--- src/rtl/uvme_axil_st_txn_chkr.sv ---
// uvme_axil_st_txn_chkr: passive AXI-Lite checker pairing AW/W, tracking outstanding writes/reads and flagging protocol errors.
// Define UVME_AXIL_ST_TXN_CHKR_STABILITY_EN to enable the valid/payload stability check on err_flags[8].
module uvme_axil_st_txn_chkr #(
  parameter int ADDR_WIDTH      = 32,
  parameter int DATA_WIDTH      = 32,
  parameter int MAX_OUTSTANDING = 4,
  parameter int TIMEOUT_CYCLES  = 256,
  localparam int CW = $clog2(MAX_OUTSTANDING + 1)
) (
  input  logic                  clk,
  input  logic                  reset_n,
  input  logic                  clr,
  input  logic                  awvalid,
  input  logic                  awready,
  input  logic [ADDR_WIDTH-1:0] awaddr,
  input  logic                  wvalid,
  input  logic                  wready,
  input  logic [DATA_WIDTH-1:0] wdata,
  input  logic                  bvalid,
  input  logic                  bready,
  input  logic [1:0]            bresp,
  input  logic                  arvalid,
  input  logic                  arready,
  input  logic [ADDR_WIDTH-1:0] araddr,
  input  logic                  rvalid,
  input  logic                  rready,
  input  logic [1:0]            rresp,
  output logic [CW-1:0]         wr_outstanding,
  output logic [CW-1:0]         rd_outstanding,
  output logic [8:0]            err_flags,
  output logic [15:0]           err_cnt,
  output logic [31:0]           wr_done_cnt,
  output logic [31:0]           rd_done_cnt
);
  localparam int TW = $clog2(TIMEOUT_CYCLES + 1);
  localparam logic [CW-1:0] MAX = CW'(MAX_OUTSTANDING);
  localparam logic [TW-1:0] TMO = TW'(TIMEOUT_CYCLES);
  logic aw_hs, w_hs, b_hs, ar_hs, r_hs;
  logic [CW-1:0] aw_pend, w_pend, aw_sum, w_sum, aw_pend_n, w_pend_n, wr_n, rd_n;
  logic [TW-1:0] wr_timer, rd_timer, wr_timer_n, rd_timer_n;
  logic aw_ovf, w_ovf, wr_ovf, rd_ovf, pair, b_ok, r_ok, wr_to, rd_to, stab;
  logic [8:0] ev;
  assign aw_hs = awvalid & awready;
  assign w_hs  = wvalid & wready;
  assign b_hs  = bvalid & bready;
  assign ar_hs = arvalid & arready;
  assign r_hs  = rvalid & rready;
  // Pending AW/W counts saturate; a pair consumes one of each after this cycle's arrivals.
  always_comb begin
    aw_ovf     = aw_hs && aw_pend == MAX;
    w_ovf      = w_hs && w_pend == MAX;
    aw_sum     = aw_pend + CW'(aw_hs && !aw_ovf);
    w_sum      = w_pend + CW'(w_hs && !w_ovf);
    pair       = aw_sum != '0 && w_sum != '0;
    aw_pend_n  = aw_sum - CW'(pair);
    w_pend_n   = w_sum - CW'(pair);
    b_ok       = b_hs && wr_outstanding != '0;
    r_ok       = r_hs && rd_outstanding != '0;
    wr_ovf     = pair && !b_ok && wr_outstanding == MAX;
    rd_ovf     = ar_hs && !r_ok && rd_outstanding == MAX;
    wr_n       = (pair && !b_ok && !wr_ovf) ? wr_outstanding + CW'(1) :
                 (b_ok && !pair) ? wr_outstanding - CW'(1) : wr_outstanding;
    rd_n       = (ar_hs && !r_ok && !rd_ovf) ? rd_outstanding + CW'(1) :
                 (r_ok && !ar_hs) ? rd_outstanding - CW'(1) : rd_outstanding;
    wr_timer_n = (b_hs || wr_outstanding == '0) ? '0 : (wr_timer == TMO) ? wr_timer : wr_timer + TW'(1);
    rd_timer_n = (r_hs || rd_outstanding == '0) ? '0 : (rd_timer == TMO) ? rd_timer : rd_timer + TW'(1);
    wr_to      = wr_timer_n == TMO && wr_timer != TMO;
    rd_to      = rd_timer_n == TMO && rd_timer != TMO;
    ev         = {stab, r_hs && rresp != 2'b00, b_hs && bresp != 2'b00, rd_to, wr_to, rd_ovf,
                  aw_ovf || w_ovf || wr_ovf, r_hs && !r_ok, b_hs && !b_ok};
  end
`ifdef UVME_AXIL_ST_TXN_CHKR_STABILITY_EN
  logic [4:0] stall_q, vld, chg;
  logic [ADDR_WIDTH-1:0] awaddr_q, araddr_q;
  logic [DATA_WIDTH-1:0] wdata_q;
  logic [1:0] bresp_q, rresp_q;
  assign vld  = {awvalid, wvalid, bvalid, arvalid, rvalid};
  assign chg  = {awaddr != awaddr_q, wdata != wdata_q, bresp != bresp_q, araddr != araddr_q, rresp != rresp_q};
  assign stab = |(stall_q & (~vld | chg));
  always_ff @(posedge clk or negedge reset_n) begin
    if (!reset_n) begin
      stall_q  <= '0;
      awaddr_q <= '0;
      wdata_q  <= '0;
      bresp_q  <= '0;
      araddr_q <= '0;
      rresp_q  <= '0;
    end else begin
      stall_q  <= vld & ~{awready, wready, bready, arready, rready};
      awaddr_q <= awaddr;
      wdata_q  <= wdata;
      bresp_q  <= bresp;
      araddr_q <= araddr;
      rresp_q  <= rresp;
    end
  end
`else
  logic unused_payload;
  assign unused_payload = ^{awaddr, wdata, araddr};
  assign stab = 1'b0;
`endif
  always_ff @(posedge clk or negedge reset_n) begin
    if (!reset_n) begin
      aw_pend        <= '0;
      w_pend         <= '0;
      wr_outstanding <= '0;
      rd_outstanding <= '0;
      wr_timer       <= '0;
      rd_timer       <= '0;
      err_flags      <= '0;
      err_cnt        <= '0;
      wr_done_cnt    <= '0;
      rd_done_cnt    <= '0;
    end else begin
      aw_pend        <= aw_pend_n;
      w_pend         <= w_pend_n;
      wr_outstanding <= wr_n;
      rd_outstanding <= rd_n;
      wr_timer       <= wr_timer_n;
      rd_timer       <= rd_timer_n;
      wr_done_cnt    <= wr_done_cnt + 32'(b_ok);
      rd_done_cnt    <= rd_done_cnt + 32'(r_ok);
      err_flags      <= clr ? ev : err_flags | ev;
      err_cnt        <= clr ? 16'(|ev) : (|ev && err_cnt != 16'hFFFF) ? err_cnt + 16'd1 : err_cnt;
    end
  end
endmodule

--- config.mk ---
export PLATFORM = sky130hd
export DESIGN_NAME = uvme_axil_st_txn_chkr
export DESIGN_NICKNAME = d
export VERILOG_FILES = /design/src/rtl/uvme_axil_st_txn_chkr.sv
export SDC_FILE = /design/constraint.sdc
export NUM_CORES = 1
export LEC_CHECK = 0
export BUFFER_PORTS_ARGS = -buffer_cell sky130_fd_sc_hd__buf_4
export CAP_MARGIN = 20
export CELL_PAD_IN_SITES_DETAIL_PLACEMENT = 0
export CELL_PAD_IN_SITES_GLOBAL_PLACEMENT = 1
export CORE_UTILIZATION = 40
export DETAILED_ROUTE_END_ITERATION = 12
export GPL_TIMING_DRIVEN = 0
export PLACE_DENSITY_LB_ADDON = 0.1
export SYNTH_ARGS = -nofsm -noshare
export SYNTH_HDL_FRONTEND = slang
export SYNTH_SLANG_ARGS = --single-unit
--- constraint.sdc ---
create_clock -name clk -period 6.8 [get_ports clk]
set_input_delay 1.36 -clock clk [delete_from_list [all_inputs] [get_ports clk]]
set_output_delay 1.36 -clock clk [all_outputs]
set_load 0.02 [all_outputs]
# [Word level (Yosys, flattened, before mapping)]
# Cells that the tools add are included.
[word_totals] word_cells=97 output_inout_bits=95 reg_bits=119 input_bits=113
[op_classes] reduce_logical=46 n_eq_ne=11 n_bitwise=6 addsub=13 mux=11
[op_table] operator="$add 32x1->32" n=2
[op_table] operator="$mux 9" n=5
[op_table] operator="$eq 9x9->1 const B" n=4
[op_table] operator="$mux 16" n=2
[op_table] operator="$logic_and 1x1->1" n=22
[op_table] operator="$add 9x1->9 const B" n=2
[op_table] operator="$ne 9x9->1 const B" n=2
[op_table] operator="$add 16x1->16 const B" n=1
[op_table] operator="$ne 16x16->1 const B" n=1
[op_table] operator="$eq 3x3->1 const B" n=4
[op_table] operator="$mux 3" n=4
[op_table] operator="$reduce_bool 3->1" n=4
[op_table] operator="$reduce_bool 2->1" n=5
[op_table] operator="$or 9x8->9" n=1
[op_table] operator="$logic_not 1->1" n=8
[op_table] operator="$reduce_or 8->1" n=1
[op_table] operator="$add 3x1->3" n=2
[op_table] operator="$add 3x1->3 const B" n=2
[op_table] operator="$logic_not 3->1" n=2
[op_table] operator="$sub 3x1->3" n=2
[op_table] operator="$sub 3x1->3 const B" n=2
[op_table] operator="$and 1x1->1" n=5
[op_table] operator="$logic_or 1x1->1" n=4

# [Depth between registers and ports, before layout]
# Gate-level depths: netlist of run 1.
[logic_depth] depth_word=14 depth_mapped=13

# [Least setup slack after synthesis of run 1]
# Ideal clock, no wire load.
[synth_path] path_type="in2reg" start="input port awvalid" end="register err_cnt[12]" stages=13 t_required_ps=6674 slack_ps=3213 setup_time_ps=126 arrival_ps=3461 path_cell_list="nand2_1 a21oi_1 ha_1 ha_1 xnor2_1 a32oi_1 a211oi_1 nand3_1 nor3_4 buf_6 buf_2 o21bai_1 o311a_1"
[synth_between] elab_chain_len=13 elab_cells_between_ends=14 cone_classes="add/sub: 1; bitwise: 1; reduce/logical: 12"
[synth_rtl] element="start: declaration" line_no="13" rtl="input logic awvalid,"
[synth_rtl] element="$and 1x1->1 *" line_no="43" rtl="assign aw_hs = awvalid & awready;"
[synth_rtl] element="$logic_and 1x1->1" line_no="50" rtl="aw_ovf = aw_hs && aw_pend == MAX;"
[synth_rtl] element="$logic_not 1->1" line_no="52" rtl="aw_sum = aw_pend + CW'(aw_hs && !aw_ovf);"
[synth_rtl] element="$logic_and 1x1->1" line_no="52"
[synth_rtl] element="$add 3x1->3" line_no="52"
[synth_rtl] element="$reduce_bool 3->1" line_no="54" rtl="pair = aw_sum != '0 && w_sum != '0;"
[synth_rtl] element="$logic_and 1x1->1" line_no="54"
[synth_rtl] element="$logic_and 1x1->1 (2 in a row)" line_no="59" rtl="wr_ovf = pair && !b_ok && wr_outstanding == MAX;"
[synth_rtl] element="$logic_or 1x1->1 *" line_no="70" rtl="aw_ovf || w_ovf || wr_ovf, r_hs && !r_ok, b_hs && !b_ok};"
[synth_rtl] element="$reduce_or 8->1 *" line_no="124" rtl="err_cnt <= clr ? 16'(|ev) : (|ev && err_cnt != 16'hFFFF) ? err_cnt + 16'd1 : err_cnt;"
[synth_rtl] element="$logic_and 1x1->1 *" line_no="124"
[synth_rtl] element="$reduce_bool 2->1 (no line) *"
[synth_rtl] element="end signal: assignment" line_no="124"
[synth_rtl] element="end: declaration" line_no="31" rtl="output logic [15:0] err_cnt,"
# Every way passes the cells marked *; elsewhere a longest branch is shown, timed or not.
# A chain may end at the register's enable or synchronous reset.

# [Worst setup path in the final report of run 1]
[layout_path] start="input port awvalid" end="register err_cnt[10]"
# Same word-level chain as after synthesis.

==> out/summary.txt, run 1 <==
STATUS
------------------------------------------------------------------------------------
Status ................................................................    completed

ROUTE
------------------------------------------------------------------------------------
Count of antenna-violating nets left after detailed routing ...........            0
Total wire length after detailed routing ..............................    12,600 um
Starting DRC count in detailed routing ................................          206
Routed wirelength normalized by instance count ........................      14.3 um
Pre-antenna DRT Iters .................................................            4
Count of unresolved DRC violations after routing ......................            0
DR vias ...............................................................        4,542
Detailed-route vias per instance ......................................         5.13

GLOBAL ROUTE
------------------------------------------------------------------------------------
First-pass GRT wire length ............................................    21,300 um
Total congestion overflow after global routing ........................            0
Via count of the first global-routing pass ............................        4,434
Total GRT Usage .......................................................        0.179
Largest net degree at the start of global routing .....................           75
Number of antenna violations at the first check in global routing .....            0

TIMING
------------------------------------------------------------------------------------
Hold Vio Cnt, Final ...................................................            0
Count of endpoints failing setup in the final report ..................            0
Final number of max-transition violations .............................            0
Upper clock frequency limit ...........................................      252 MHz
Normalized max-slew margin ............................................        0.575
Post-layout minimum cycle time ........................................      3.97 ns
Tightest Pin Transition ...............................................     0.631 ns
Total Negative Setup Slacks ...........................................         0 ns
Final period util .....................................................        0.583
Unrepaired setup endpoints after global routing .......................           no
Worst hold-check slack ................................................     0.473 ns
Worst clock skew on the final layout ..................................   0.00965 ns
Post-route setup slack ................................................      2.83 ns

HOLD PATH
------------------------------------------------------------------------------------
Worst Hold Class ......................................................      reg2reg

PLACED DESIGN
------------------------------------------------------------------------------------
Post-detailed-placement half-perimeter wirelength .....................      9010 um
Number of cells after detailed placement ..............................          854
Gpl congestion ........................................................        0.755
Port Buf Inserts ......................................................          109
Area after DPL ........................................................     7020 um2
Worst setup slack after placement .....................................      2.41 ns

SETUP PATH
------------------------------------------------------------------------------------
Ordered list of cells on the worst path ............................... buf_4, nand2_1, a21oi_1, ha_1, ha_1, xnor2_1, a32oi_1, a211oi_1, nand3_1, nor3_4, buf_6, buf_2, o31ai_1, a21oi_1
Highest cell delay on the worst timing path ...........................      0.45 ns
Data arrival time of the critical path ................................      4.30 ns
WP buf/inv ............................................................            3
Delay-heaviest family, CP ............................................. compound AO/OA/AOI/OAI gates
Highest net fanout along the worst path ...............................           10
Data required time at the worst endpoint ..............................      7.13 ns
Kind of capture point of the worst setup path .........................         flop
Master of the slowest instance on the critical path ...................     a211oi_1
Startpoint type of the worst setup path ...............................    input pin
Class of the most critical setup path .................................       in2reg

CLOCK TREE
------------------------------------------------------------------------------------
Buffer depth of the longest clock path ................................            2
Post-CTS setup repair buffer count ....................................            0
Number of buffers inserted for hold repair after clock tree synthesis .            0
Number of gates given a new drive strength after cts ..................            0
Reg clk slew, reported paths ..........................................      0.06 ns
CTS tree ..............................................................        built
H-Tree Level Count ....................................................            4
Clk_lat worst skew ....................................................      0.41 ns
TritonCTS buffer count ................................................           17
Number of clock sinks .................................................          118
Clock root buffer .....................................................    clkbuf_16

PWR
------------------------------------------------------------------------------------
Total power divided by cell area ......................................   325 nW/um2
Worst supply voltage drop on vdd ......................................       169 uV
Leak Pwr ..............................................................      3.55 nW

CELLS AND AREA
------------------------------------------------------------------------------------
Layout Cells excl Fill ................................................          885
Commonest cells after routing, fill and taps aside .................... 118 x dfrtp_1, 109 x buf_4, 59 x xnor2_1
Share of layout cells above drive strength 1 ..........................        0.224
Number of inserted diodes .............................................            0
Design area ...........................................................     7570 um2
Layout overhead on the synthesized area ...............................        27.5%
Number of nets in the finished design .................................          821
Most common cell after layout, fill and taps aside ....................      dfrtp_1

LOGIC SYNTHESIS
------------------------------------------------------------------------------------
Syn. warnings .........................................................            0
Average size of a mapped cell .........................................     10.6 um2
Part of the Yosys area used for sequential elements ...................        0.497
Number of enable flip-flop cells after synthesis ......................            0
Nets in the synthesized netlist .......................................          692
Asr flop ratio synth ..................................................         1.00
Flip-flop and latch count after synthesis .............................          118
Count of mapped cells out of synthesis ................................          560
Primary flip-flop cell chosen by synthesis mapping ....................      dfrtp_1
Count of cell types in the netlist ....................................           67
Post-Syn Area .........................................................     5940 um2

DIE
------------------------------------------------------------------------------------
Chip Height ...........................................................       124 um
Row count .............................................................           44
Initial core utilization ..............................................        0.408
DIE AREA ..............................................................   15,300 um2
Std-Cell Core Area ....................................................   14,500 um2
Horizontal die dimension ..............................................       124 um
I/O pin count .........................................................          208

JOB
------------------------------------------------------------------------------------
Count of maximum capacitance violations ...............................            0

## cell families (layout without fill, tap and decap cells)
logic type                 after synthesis  after routing  synth area share
muxes                                    5              5           0.00948
adders and majority gates               19             19            0.0426
xor gates and xnor gates                82             82             0.121
buffers and inverters                   31            172            0.0219
and+or+nand+nor                        236            236             0.216
DFF                                    118            118             0.497
other                                    1              1          0.000632
AOI/OAI and AO/OA                       68             68            0.0910
## area by class of cell
| type | instances | area (um2) |
|---|---|---|
| Clock buffer | 22 | 474 |
| Multi-Input combinational cell | 411 | 2850 |
| Timing Repair Buffer | 110 | 850 |
| Tap cell | 184 | 230 |
| Clock inverter | 9 | 77.6 |
| Buffer | 11 | 55.1 |
| Inverter | 20 | 75.1 |
| Sequential cell | 118 | 2950 |
| Fill cell | 1348 | 6970 |
## stage by stage
stage,power (mW),utilization
final,2.46,0.521
after global routing,2.63,0.521
after CTS,2.49,0.521
after detailed placement,1.65,0.483
after global placement,1.63,0.481
after floorplan,1.40,-
## cells in the mapped netlist (3+ instances only)
library cell  number  area, um2
nand2_1           49        184
nor2_1            43        161
mux2_1             4       45.0
and3_1            19        119
o31a_1             3       26.3
o31ai_1            5       37.5
ha_1              17        213
and2_1             5       31.3
a211oi_1           3       22.5
nor4b_1            3       26.3
o21a_1             4       30.0
o211ai_1           6       45.0
inv_1             20       75.1
nand2b_1           3       18.8
or4_1              5       37.5
and4_1             6       52.6
dfrtp_1          118       2950
o21ai_0            4       20.0
nor2b_1            9       56.3
clkbuf_1           7       26.3
a21o_1             3       22.5
a21oi_1           16       80.1
o2bb2ai_1          3       26.3
or3_1              3       18.8
nand4_1           13       81.3
nand3_1           44        220
nor4_1             7       43.8
nor3_1            10       50.1
or2_2              3       18.8
xnor2_1           59        517
xor2_1            23        201
## where the power goes
part	internal (mW)	switching [mW]
combinational	0.299	0.392
clock	0.525	0.312
sequential	0.808	0.126
## worst register-to-register path, cell delays in order, from the launching register on
cell and delay [ns]:
dfrtp_1 0.40, nor2_1 0.11, a21oi_1 0.07, ha_1 0.19, ha_1 0.19, xnor2_1 0.22, a32oi_1 0.27, a211oi_1 0.45
nand3_1 0.19, nor3_4 0.41, buf_6 0.22, buf_2 0.24, o31ai_1 0.12, a21oi_1 0.16
## path summary, 6_finish.rpt
path,start,to,slack (ns),cells after the start
min in group asynchronous,reset_n,rd_done_cnt[19],0.88,1
worst min register to register,rd_done_cnt[31],rd_done_cnt[31],0.47,1
worst min-delay path,rd_done_cnt[31],rd_done_cnt[31],0.47,1
worst max-delay path,awvalid,err_cnt[10],2.83,14
worst max register to register,aw_pend[0],err_cnt[10],3.49,13
max in group asynchronous,reset_n,err_flags[2],5.20,2
## registers in the layout, summed over array words and instances, names as in the netlist
| register | count |
|---|---|
| err_cnt | 16 |
| rd_timer | 9 |
| rd_done_cnt | 32 |
| wr_timer | 9 |
| wr_outstanding | 3 |
| rd_outstanding | 3 |
| aw_pend | 3 |
| wr_done_cnt | 32 |
| w_pend | 3 |
| err_flags | 8 |
## metal layers
layer | share of wire | vias to the layer above | track usage
met2 | 0.47 | 105 | 0.288
li1 | - | 2236 | -
met4 | 0.015 | 0 | 0.0655
met3 | 0.045 | 16 | 0.0430
met5 | 0 | - | 0
met1 | 0.47 | 2185 | 0.234
(Power assumes the default switching activity.)
==> run 2, diff against run 1 <==
ABC_AREA = 1   (was unset)
CORE_UTILIZATION = 37   (was 40)
clock period = 4 ns   (was 6.8 ns; I/O delays follow)
==> run 2 against run 1 <==
Sequential power rose by 69%; global-route usage fell by 0.11 points; critical endpoint is now rd_done_cnt[28]; synthesized area rose by 3.5%; largest cell class unchanged; routed wire length rose by 8.4%; critical path depth fell by 2; die area rose by 12%; clock-buffer cell count rose by 3; first-iteration DRC count fell by 19%.
==> out/summary.txt, run 2 <==
STATUS
------------------------------------------------------------------------------------
Status ................................................................    completed   unchanged

DIE
------------------------------------------------------------------------------------
DIE AREA ..............................................................   17,100 um2   was 15,300 um2
Horizontal die dimension ..............................................       131 um   was 124 um
Std-Cell Core Area ....................................................   16,100 um2   was 14,500 um2
Chip Height ...........................................................       131 um   was 124 um
I/O pin count .........................................................          208   unchanged
Initial core utilization ..............................................        0.383   was 0.408
Row count .............................................................           46   was 44

CLOCK TREE
------------------------------------------------------------------------------------
Clock root buffer .....................................................    clkbuf_16   unchanged
CTS tree ..............................................................        built   unchanged
TritonCTS buffer count ................................................           17   unchanged
H-Tree Level Count ....................................................            4   unchanged
Number of clock sinks .................................................          118   unchanged
Reg clk slew, reported paths ..........................................      0.05 ns   was 0.06 ns
Number of gates given a new drive strength after cts ..................            0   unchanged
Post-CTS setup repair buffer count ....................................            0   unchanged
Number of buffers inserted for hold repair after clock tree synthesis .            0   unchanged
Clk_lat worst skew ....................................................      0.41 ns   about the same
Buffer depth of the longest clock path ................................            2   unchanged

ROUTE
------------------------------------------------------------------------------------
Pre-antenna DRT Iters .................................................            4   unchanged
Total wire length after detailed routing ..............................    13,700 um   was 12,600 um
Routed wirelength normalized by instance count ........................      13.0 um   was 14.3 um
Count of antenna-violating nets left after detailed routing ...........            0   unchanged
Count of unresolved DRC violations after routing ......................            0   unchanged
DR vias ...............................................................        4,873   was 4,542
Starting DRC count in detailed routing ................................          167   was 206
Detailed-route vias per instance ......................................         4.65   was 5.13

GLOBAL ROUTE
------------------------------------------------------------------------------------
Via count of the first global-routing pass ............................        4,892   was 4,434
Total congestion overflow after global routing ........................            0   unchanged
Total GRT Usage .......................................................        0.178   was 0.179
Largest net degree at the start of global routing .....................           67   was 75
First-pass GRT wire length ............................................    23,600 um   was 21,300 um
Number of antenna violations at the first check in global routing .....            0   unchanged

SETUP PATH
------------------------------------------------------------------------------------
Data required time at the worst endpoint ..............................      4.30 ns   was 7.13 ns
Kind of capture point of the worst setup path .........................         flop   unchanged
Startpoint type of the worst setup path ...............................         flop   was input pin
Class of the most critical setup path .................................      reg2reg   was in2reg
Highest net fanout along the worst path ...............................            5   was 10
Data arrival time of the critical path ................................      3.25 ns   was 4.30 ns

PWR
------------------------------------------------------------------------------------
Pint ..................................................................      2.94 mW   was 1.63 mW
Part of the power in the clock network ................................        0.368   was 0.340
Leak Pwr ..............................................................      4.15 nW   was 3.55 nW
Proportion of power drawn by flip-flops and latches ...................        0.364   was 0.379
Worst supply voltage drop on vdd ......................................       398 uV   was 169 uV
Power spent charging and discharging nets .............................      1.41 mW   was 830 uW
Combinational Power Share .............................................        0.268   was 0.281
Total power divided by cell area ......................................   550 nW/um2   was 325 nW/um2
Fraction of power spent switching nets ................................        0.324   was 0.337

TIMING
------------------------------------------------------------------------------------
Worst clock skew on the final layout ..................................   0.00573 ns   was 0.00965 ns
Count of endpoints failing setup in the final report ..................            0   unchanged
Tightest Pin Transition ...............................................     0.620 ns   was 0.631 ns
Upper clock frequency limit ...........................................      339 MHz
Normalized max-slew margin ............................................        0.586   was 0.575
Final period util .....................................................        0.738
Unrepaired setup endpoints after global routing .......................           no   unchanged
Total Negative Setup Slacks ...........................................         0 ns   unchanged
Final number of max-transition violations .............................            0   unchanged
Post-route setup slack ................................................      1.05 ns   was 2.83 ns
Post-layout minimum cycle time ........................................      2.95 ns
Hold Vio Cnt, Final ...................................................            0   unchanged

LOGIC SYNTHESIS
------------------------------------------------------------------------------------
Top cells by count, synth ............................................. 166 x nand2_1, 118 x dfrtp_1, 81 x inv_1   was 118 x dfrtp_1, 59 x xnor2_1, 49 x nand2_1
Most numerous cell in the Yosys netlist ...............................      nand2_1   was dfrtp_1
Count of mapped cells out of synthesis ................................          690   was 560
Count of cell types in the netlist ....................................           43   was 67
Number of enable flip-flop cells after synthesis ......................            0   unchanged
Nets in the synthesized netlist .......................................          822   was 692
Primary flip-flop cell chosen by synthesis mapping ....................      dfrtp_1   unchanged
Area share of the leading cell type in the synthesized netlist ........        0.481   was 0.497
Post-Syn Area .........................................................     6140 um2   was 5940 um2
Flip-flop and latch count after synthesis .............................          118   unchanged
Cell type with the largest total area after synthesis .................      dfrtp_1   unchanged
Cells taking the most area after synthesis ............................ dfrtp_1 48%, nand2_1 10%, xor2_1 7.0%   was dfrtp_1 50%, xnor2_1 8.7%, nand3_1 3.7%
Syn. warnings .........................................................            0   unchanged
Asr flop ratio synth ..................................................         1.00   unchanged
Average size of a mapped cell .........................................     8.91 um2   was 10.6 um2
Part of the Yosys area used for sequential elements ...................        0.481   was 0.497

CELLS AND AREA
------------------------------------------------------------------------------------
Commonest cells after routing, fill and taps aside .................... 166 x nand2_1, 118 x dfrtp_1, 110 x buf_4   was 118 x dfrtp_1, 109 x buf_4, 59 x xnor2_1
Number of nets in the finished design .................................          952   was 821
Largest registers ranked by flip-flop count ........................... rd_done_cnt (32), wr_done_cnt (32), err_cnt (16)   unchanged
Most common cell after layout, fill and taps aside ....................      nand2_1   was dfrtp_1
Share of layout cells above drive strength 1 ..........................        0.226   was 0.224
Layout overhead on the synthesized area ...............................        28.6%   was 27.5%
Number of inserted diodes .............................................            0   unchanged

HOLD PATH
------------------------------------------------------------------------------------
Worst Hold Class ......................................................     in2async   was reg2reg

PLACED DESIGN
------------------------------------------------------------------------------------
Gpl congestion ........................................................        0.775   was 0.755
Worst setup slack after placement .....................................     0.603 ns   was 2.41 ns
Post-detailed-placement half-perimeter wirelength .....................    10,100 um   was 9010 um
Port Buf Inserts ......................................................          110   was 109

JOB
------------------------------------------------------------------------------------
Count of maximum capacitance violations ...............................            0   unchanged

[run 2: cell types whose count changed after synthesis, moves of 9 or more]
cell,before,now
a21oi_1,16,5
and3_1,19,0
inv_1,20,81
nand2_1,49,166
nand3_1,44,57
nor2_1,43,63
nor2b_1,9,0
xnor2_1,59,30
xor2_1,23,49
[run 2: per-layer routing]
layer,GRT usage,part of all wire
met5,0,0
met1,0.221,0.45
met4,0.0757,0.018
met3,0.0525,0.053
met2,0.288,0.48
[run 2: logic make-up after synthesis]
group	Yosys count	share of synthesized area
DFF	118	0.481
other	1	0.000610
xor gates and xnor gates	79	0.113
muxes	3	0.00550
AOI/OAI and AO/OA	18	0.0175
adders and majority gates	19	0.0411
and+or+nand+nor	361	0.283
buffers and inverters	91	0.0588
[run 2: cell type report]
class,count,area [um2]
buffer,7,45.0
clock buffer,25,515
clock inverter,7,115
fill,1544,8160
inverter,84,317
multi-input combinational,481,2830
sequential,118,2950
tap,216,270
timing repair buffer,111,857
[run 2: path summary, 6_finish.rpt]
kind | depth (start not counted) | from | slack (ns) | endpoint
max | 12 | rd_outstanding[0] | 1.05 | rd_done_cnt[28]
min | 1 | reset_n | 0.33 | rd_timer[6]
max reg2reg | 12 | rd_outstanding[0] | 1.05 | rd_done_cnt[28]
min reg2reg | 1 | rd_done_cnt[31] | 0.47 | rd_done_cnt[31]
max in group asynchronous | 2 | reset_n | 2.95 | wr_done_cnt[17]
min in group clk | 1 | rd_done_cnt[31] | 0.47 | rd_done_cnt[31]
[run 2: power by group through the flow]
| stage | Clock, mW | Sequential (mW) | Combinational [mW] |
|---|---|---|---|
| after floorplan | 0 | 1.70 | 0.654 |
| final | 1.60 | 1.58 | 1.17 |
| after detailed placement | 0 | 1.60 | 1.18 |
| after global placement | 0 | 1.59 | 1.15 |
| after global routing | 1.70 | 1.61 | 1.33 |
| after CTS | 1.64 | 1.59 | 1.19 |
[run 2: through the flow]
| stage | power, mW | std cells | util | hold slack [ns] | area, um2 |
|---|---|---|---|---|---|
| 4_1_cts | 4.42 | 1049 | 0.492 | 0.347 | 7900 |
| 2_1_floorplan | 2.35 | 690 | - | 0.504 | 6140 |
| 3_3_place_gp | 2.73 | 1016 | 0.451 | 0.458 | 7240 |
| 3_5_place_dp | 2.79 | 1017 | 0.453 | 0.465 | 7270 |
| 5_1_grt | 4.64 | 1049 | 0.492 | 0.359 | 7900 |
| 6_report | 4.35 | 1049 | 0.492 | 0.332 | 7900 |
[run 2: worst max-delay path, cell delays in order, from the launching register on]
cell	delay, ns
dfrtp_1	0.46
nor3_2	0.11
nor2_1	0.24
ha_1	0.25
ha_1	0.22
nand3_2	0.11
nor2_1	0.18
inv_1	0.09
nor2_1	0.30
nand4_1	0.23
nor3_1	0.33
nand4_1	0.16
xnor2_1	0.15
==> run 3, diff against run 2 <==
clock period = 2.9 ns   (was 4 ns; I/O delays follow)
==> run 3 against run 2 <==
Non-clock buffer count is the same; first-iteration DRC count is 1.8% higher; combinational power up 38%; worst setup slack got worse by 0.77 ns; global-route usage is the same; worst hold slack worse by 0.22 ns; fmax up 12%; via count about the same; sequential power grew 39%; critical endpoint is now wr_done_cnt[28].
==> out/summary.txt, run 3 (synthesis results as in run 2) <==
PWR
------------------------------------------------------------------------------------
Leak Pwr ..............................................................      4.15 nW   about the same
Proportion of power drawn by flip-flops and latches ...................        0.364   about the same
Total power divided by cell area ......................................   759 nW/um2   was 550 nW/um2
Pint ..................................................................      4.07 mW   was 2.94 mW
Worst supply voltage drop on vdd ......................................       549 uV   was 398 uV
Combinational Power Share .............................................        0.269   was 0.268
Part of the power in the clock network ................................        0.367   was 0.368
Fraction of power spent switching nets ................................        0.324   about the same
Power spent charging and discharging nets .............................      1.95 mW   was 1.41 mW

DIE
------------------------------------------------------------------------------------
Row count .............................................................           46   unchanged
I/O pin count .........................................................          208   unchanged
Initial core utilization ..............................................        0.383   unchanged
DIE AREA ..............................................................   17,100 um2   unchanged
Horizontal die dimension ..............................................       131 um   unchanged
Std-Cell Core Area ....................................................   16,100 um2   unchanged
Chip Height ...........................................................       131 um   unchanged

CELLS AND AREA
------------------------------------------------------------------------------------
Number of nets in the finished design .................................          952   unchanged
Final-layout fill cell count ..........................................        1,539   was 1,544
Largest registers ranked by flip-flop count ........................... rd_done_cnt (32), wr_done_cnt (32), err_cnt (16)   unchanged
Number of inserted diodes .............................................            0   unchanged
Share of layout cells above drive strength 1 ..........................        0.238   was 0.226
Commonest cells after routing, fill and taps aside .................... 166 x nand2_1, 115 x dfrtp_1, 110 x buf_4   was 166 x nand2_1, 118 x dfrtp_1, 110 x buf_4
Layout overhead on the synthesized area ...............................        29.1%   was 28.6%
Most common cell after layout, fill and taps aside ....................      nand2_1   unchanged

CLOCK TREE
------------------------------------------------------------------------------------
Clk_lat worst skew ....................................................      0.41 ns   about the same
H-Tree Level Count ....................................................            4   unchanged
Post-CTS setup repair buffer count ....................................            0   unchanged
CTS tree ..............................................................        built   unchanged
Number of clock sinks .................................................          118   unchanged
TritonCTS buffer count ................................................           17   unchanged
Buffer depth of the longest clock path ................................            2   unchanged
Reg clk slew, reported paths ..........................................      0.05 ns   about the same
Number of buffers inserted for hold repair after clock tree synthesis .            0   unchanged
Clock root buffer .....................................................    clkbuf_16   unchanged

SETUP PATH
------------------------------------------------------------------------------------
Highest net fanout along the worst path ...............................            5   unchanged
Launch point of the worst reg-to-reg path ............................. wr_outstanding[1]   was rd_outstanding[0]
Ordered list of cells on the worst path ............................... nor3_2, nor2_2, ha_1, ha_1, inv_1, nor2_2, nand4_2, or2_4, nor2_4, nand3_2, nor3_4, nand2_1, xnor2_1   was nor3_2, nor2_1, ha_1, ha_1, nand3_2, nor2_1, inv_1, nor2_1, nand4_1, nor3_1, nand4_1, xnor2_1
R2R Setup Slk .........................................................      0.27 ns   was 1.05 ns
Startpoint of the most critical setup path ............................ wr_outstanding[1]   was rd_outstanding[0]
Master of the slowest instance on the critical path ...................      dfrtp_1   unchanged
Data required time at the worst endpoint ..............................      3.19 ns   was 4.30 ns
Data arrival time of the critical path ................................      2.92 ns   was 3.25 ns
Reg2Reg Depth .........................................................           13   was 12
Endpoint of the lowest-slack register-to-register path ................ wr_done_cnt[28]   was rd_done_cnt[28]
Startpoint type of the worst setup path ...............................         flop   unchanged
Class of the most critical setup path .................................      reg2reg   unchanged
Kind of capture point of the worst setup path .........................         flop   unchanged
Highest cell delay on the worst timing path ...........................      0.44 ns   was 0.46 ns
Critical path endpoint ................................................ wr_done_cnt[28]   was rd_done_cnt[28]

GLOBAL ROUTE
------------------------------------------------------------------------------------
Largest net degree at the start of global routing .....................           67   unchanged
First-pass GRT wire length ............................................    23,600 um   unchanged
Number of antenna violations at the first check in global routing .....            0   unchanged
Total GRT Usage .......................................................        0.178   unchanged
Via count of the first global-routing pass ............................        4,892   unchanged
Total congestion overflow after global routing ........................            0   unchanged

TIMING
------------------------------------------------------------------------------------
Unrepaired setup endpoints after global routing .......................           no   unchanged
Normalized max-slew margin ............................................        0.593   was 0.586
Count of endpoints failing setup in the final report ..................            0   unchanged
Final period util .....................................................        0.906   was 0.738
Upper clock frequency limit ...........................................      381 MHz   was 339 MHz
Final number of max-transition violations .............................            0   unchanged
Post-layout minimum cycle time ........................................      2.63 ns   was 2.95 ns
Post-route setup slack ................................................     0.274 ns   was 1.05 ns
Tightest Pin Transition ...............................................     0.611 ns   was 0.620 ns
Total Negative Setup Slacks ...........................................         0 ns   unchanged
Worst clock skew on the final layout ..................................   0.00555 ns   was 0.00573 ns
Hold Vio Cnt, Final ...................................................            0   unchanged

PLACED DESIGN
------------------------------------------------------------------------------------
Gpl congestion ........................................................        0.775   unchanged
Post-detailed-placement half-perimeter wirelength .....................    10,100 um   unchanged
Port Buf Inserts ......................................................          110   unchanged
Worst setup slack after placement .....................................    -0.277 ns   was 0.603 ns

ROUTE
------------------------------------------------------------------------------------
Routed wirelength normalized by instance count ........................      13.0 um   about the same
Count of antenna-violating nets left after detailed routing ...........            0   unchanged
Count of unresolved DRC violations after routing ......................            0   unchanged
Total wire length after detailed routing ..............................    13,700 um   about the same
DR vias ...............................................................        4,877   was 4,873
Pre-antenna DRT Iters .................................................            4   unchanged
Starting DRC count in detailed routing ................................          170   was 167
Detailed-route vias per instance ......................................         4.65   about the same

JOB
------------------------------------------------------------------------------------
Count of maximum capacitance violations ...............................            0   unchanged

HOLD PATH
------------------------------------------------------------------------------------
Worst Hold Class ......................................................     in2async   unchanged

STATUS
------------------------------------------------------------------------------------
Status ................................................................    completed   unchanged

-- run 3: area by class of cell --
cell class	instances	area, um2	share of cell area
multi-input combinational	481	2860	0.360
clock inverter	7	115	0.0145
sequential	118	2960	0.373
timing repair buffer	111	857	0.108
tap	216	270	0.0341
clock buffer	25	515	0.0650
buffer	7	45.0	0.00568
inverter	84	317	0.0399
-- run 3: through the flow --
| step | instances | power, mW | hold WS, ns | utilization | instance area (um2) |
|---|---|---|---|---|---|
| after CTS | 1049 | 6.09 | 0.127 | 0.493 | 7910 |
| after global routing | 1049 | 6.42 | 0.139 | 0.494 | 7930 |
| after global placement | 1016 | 3.77 | 0.458 | 0.451 | 7240 |
| final | 1049 | 6.02 | 0.113 | 0.494 | 7930 |
| after detailed placement | 1017 | 3.84 | 0.465 | 0.453 | 7270 |
| after floorplan | 690 | 3.24 | 0.284 | - | 6140 |
-- run 3: worst min-delay path by stage --
| stage | from | end | slack (ns) | cells past startpoint |
|---|---|---|---|---|
| final | reset_n | rd_timer[6] | 0.11 | 1 |
| after global routing | reset_n | rd_timer[6] | 0.14 | 1 |
| after CTS | reset_n | rd_timer[6] | 0.13 | 1 |
| after detailed placement | rd_done_cnt[31] | rd_done_cnt[31] | 0.47 | 1 |
| after global placement | rd_done_cnt[31] | rd_done_cnt[31] | 0.46 | 1 |
| after floorplan | reset_n | aw_pend[0] | 0.28 | 0 |
-- run 3: metal layers --
metal,up-vias,global-route usage,wire (um)
met3,15,0.0525,713
met2,85,0.288,6510
met5,-,0,0
met1,2324,0.221,6220
li1,2453,-,-
met4,0,0.0757,242
-- run 3: power groups by stage --
stage,Combinational (mW),Sequential [mW],Clock (mW)
after floorplan,0.902,2.34,0
after detailed placement,1.63,2.21,0
after global routing,1.85,2.23,2.34
after CTS,1.64,2.19,2.26
after global placement,1.58,2.19,0
final,1.62,2.19,2.21
-- run 3: critical path: cells and delay by family, from the launching register on --
kind                     cells  cell delay (ns)
XOR/XNOR                     1             0.13
adder cells (fa/ha/maj)      2             0.45
buffers and inverters        1             0.08
flip-flops                   1             0.44
AND/OR/NAND/NOR              9             1.42
-- run 3: timing repair --
item | in CTS | in global routing
pin swaps | 0 | 0
gates resized for setup | 2 | 8
setup endpoints to repair | 1 | 26
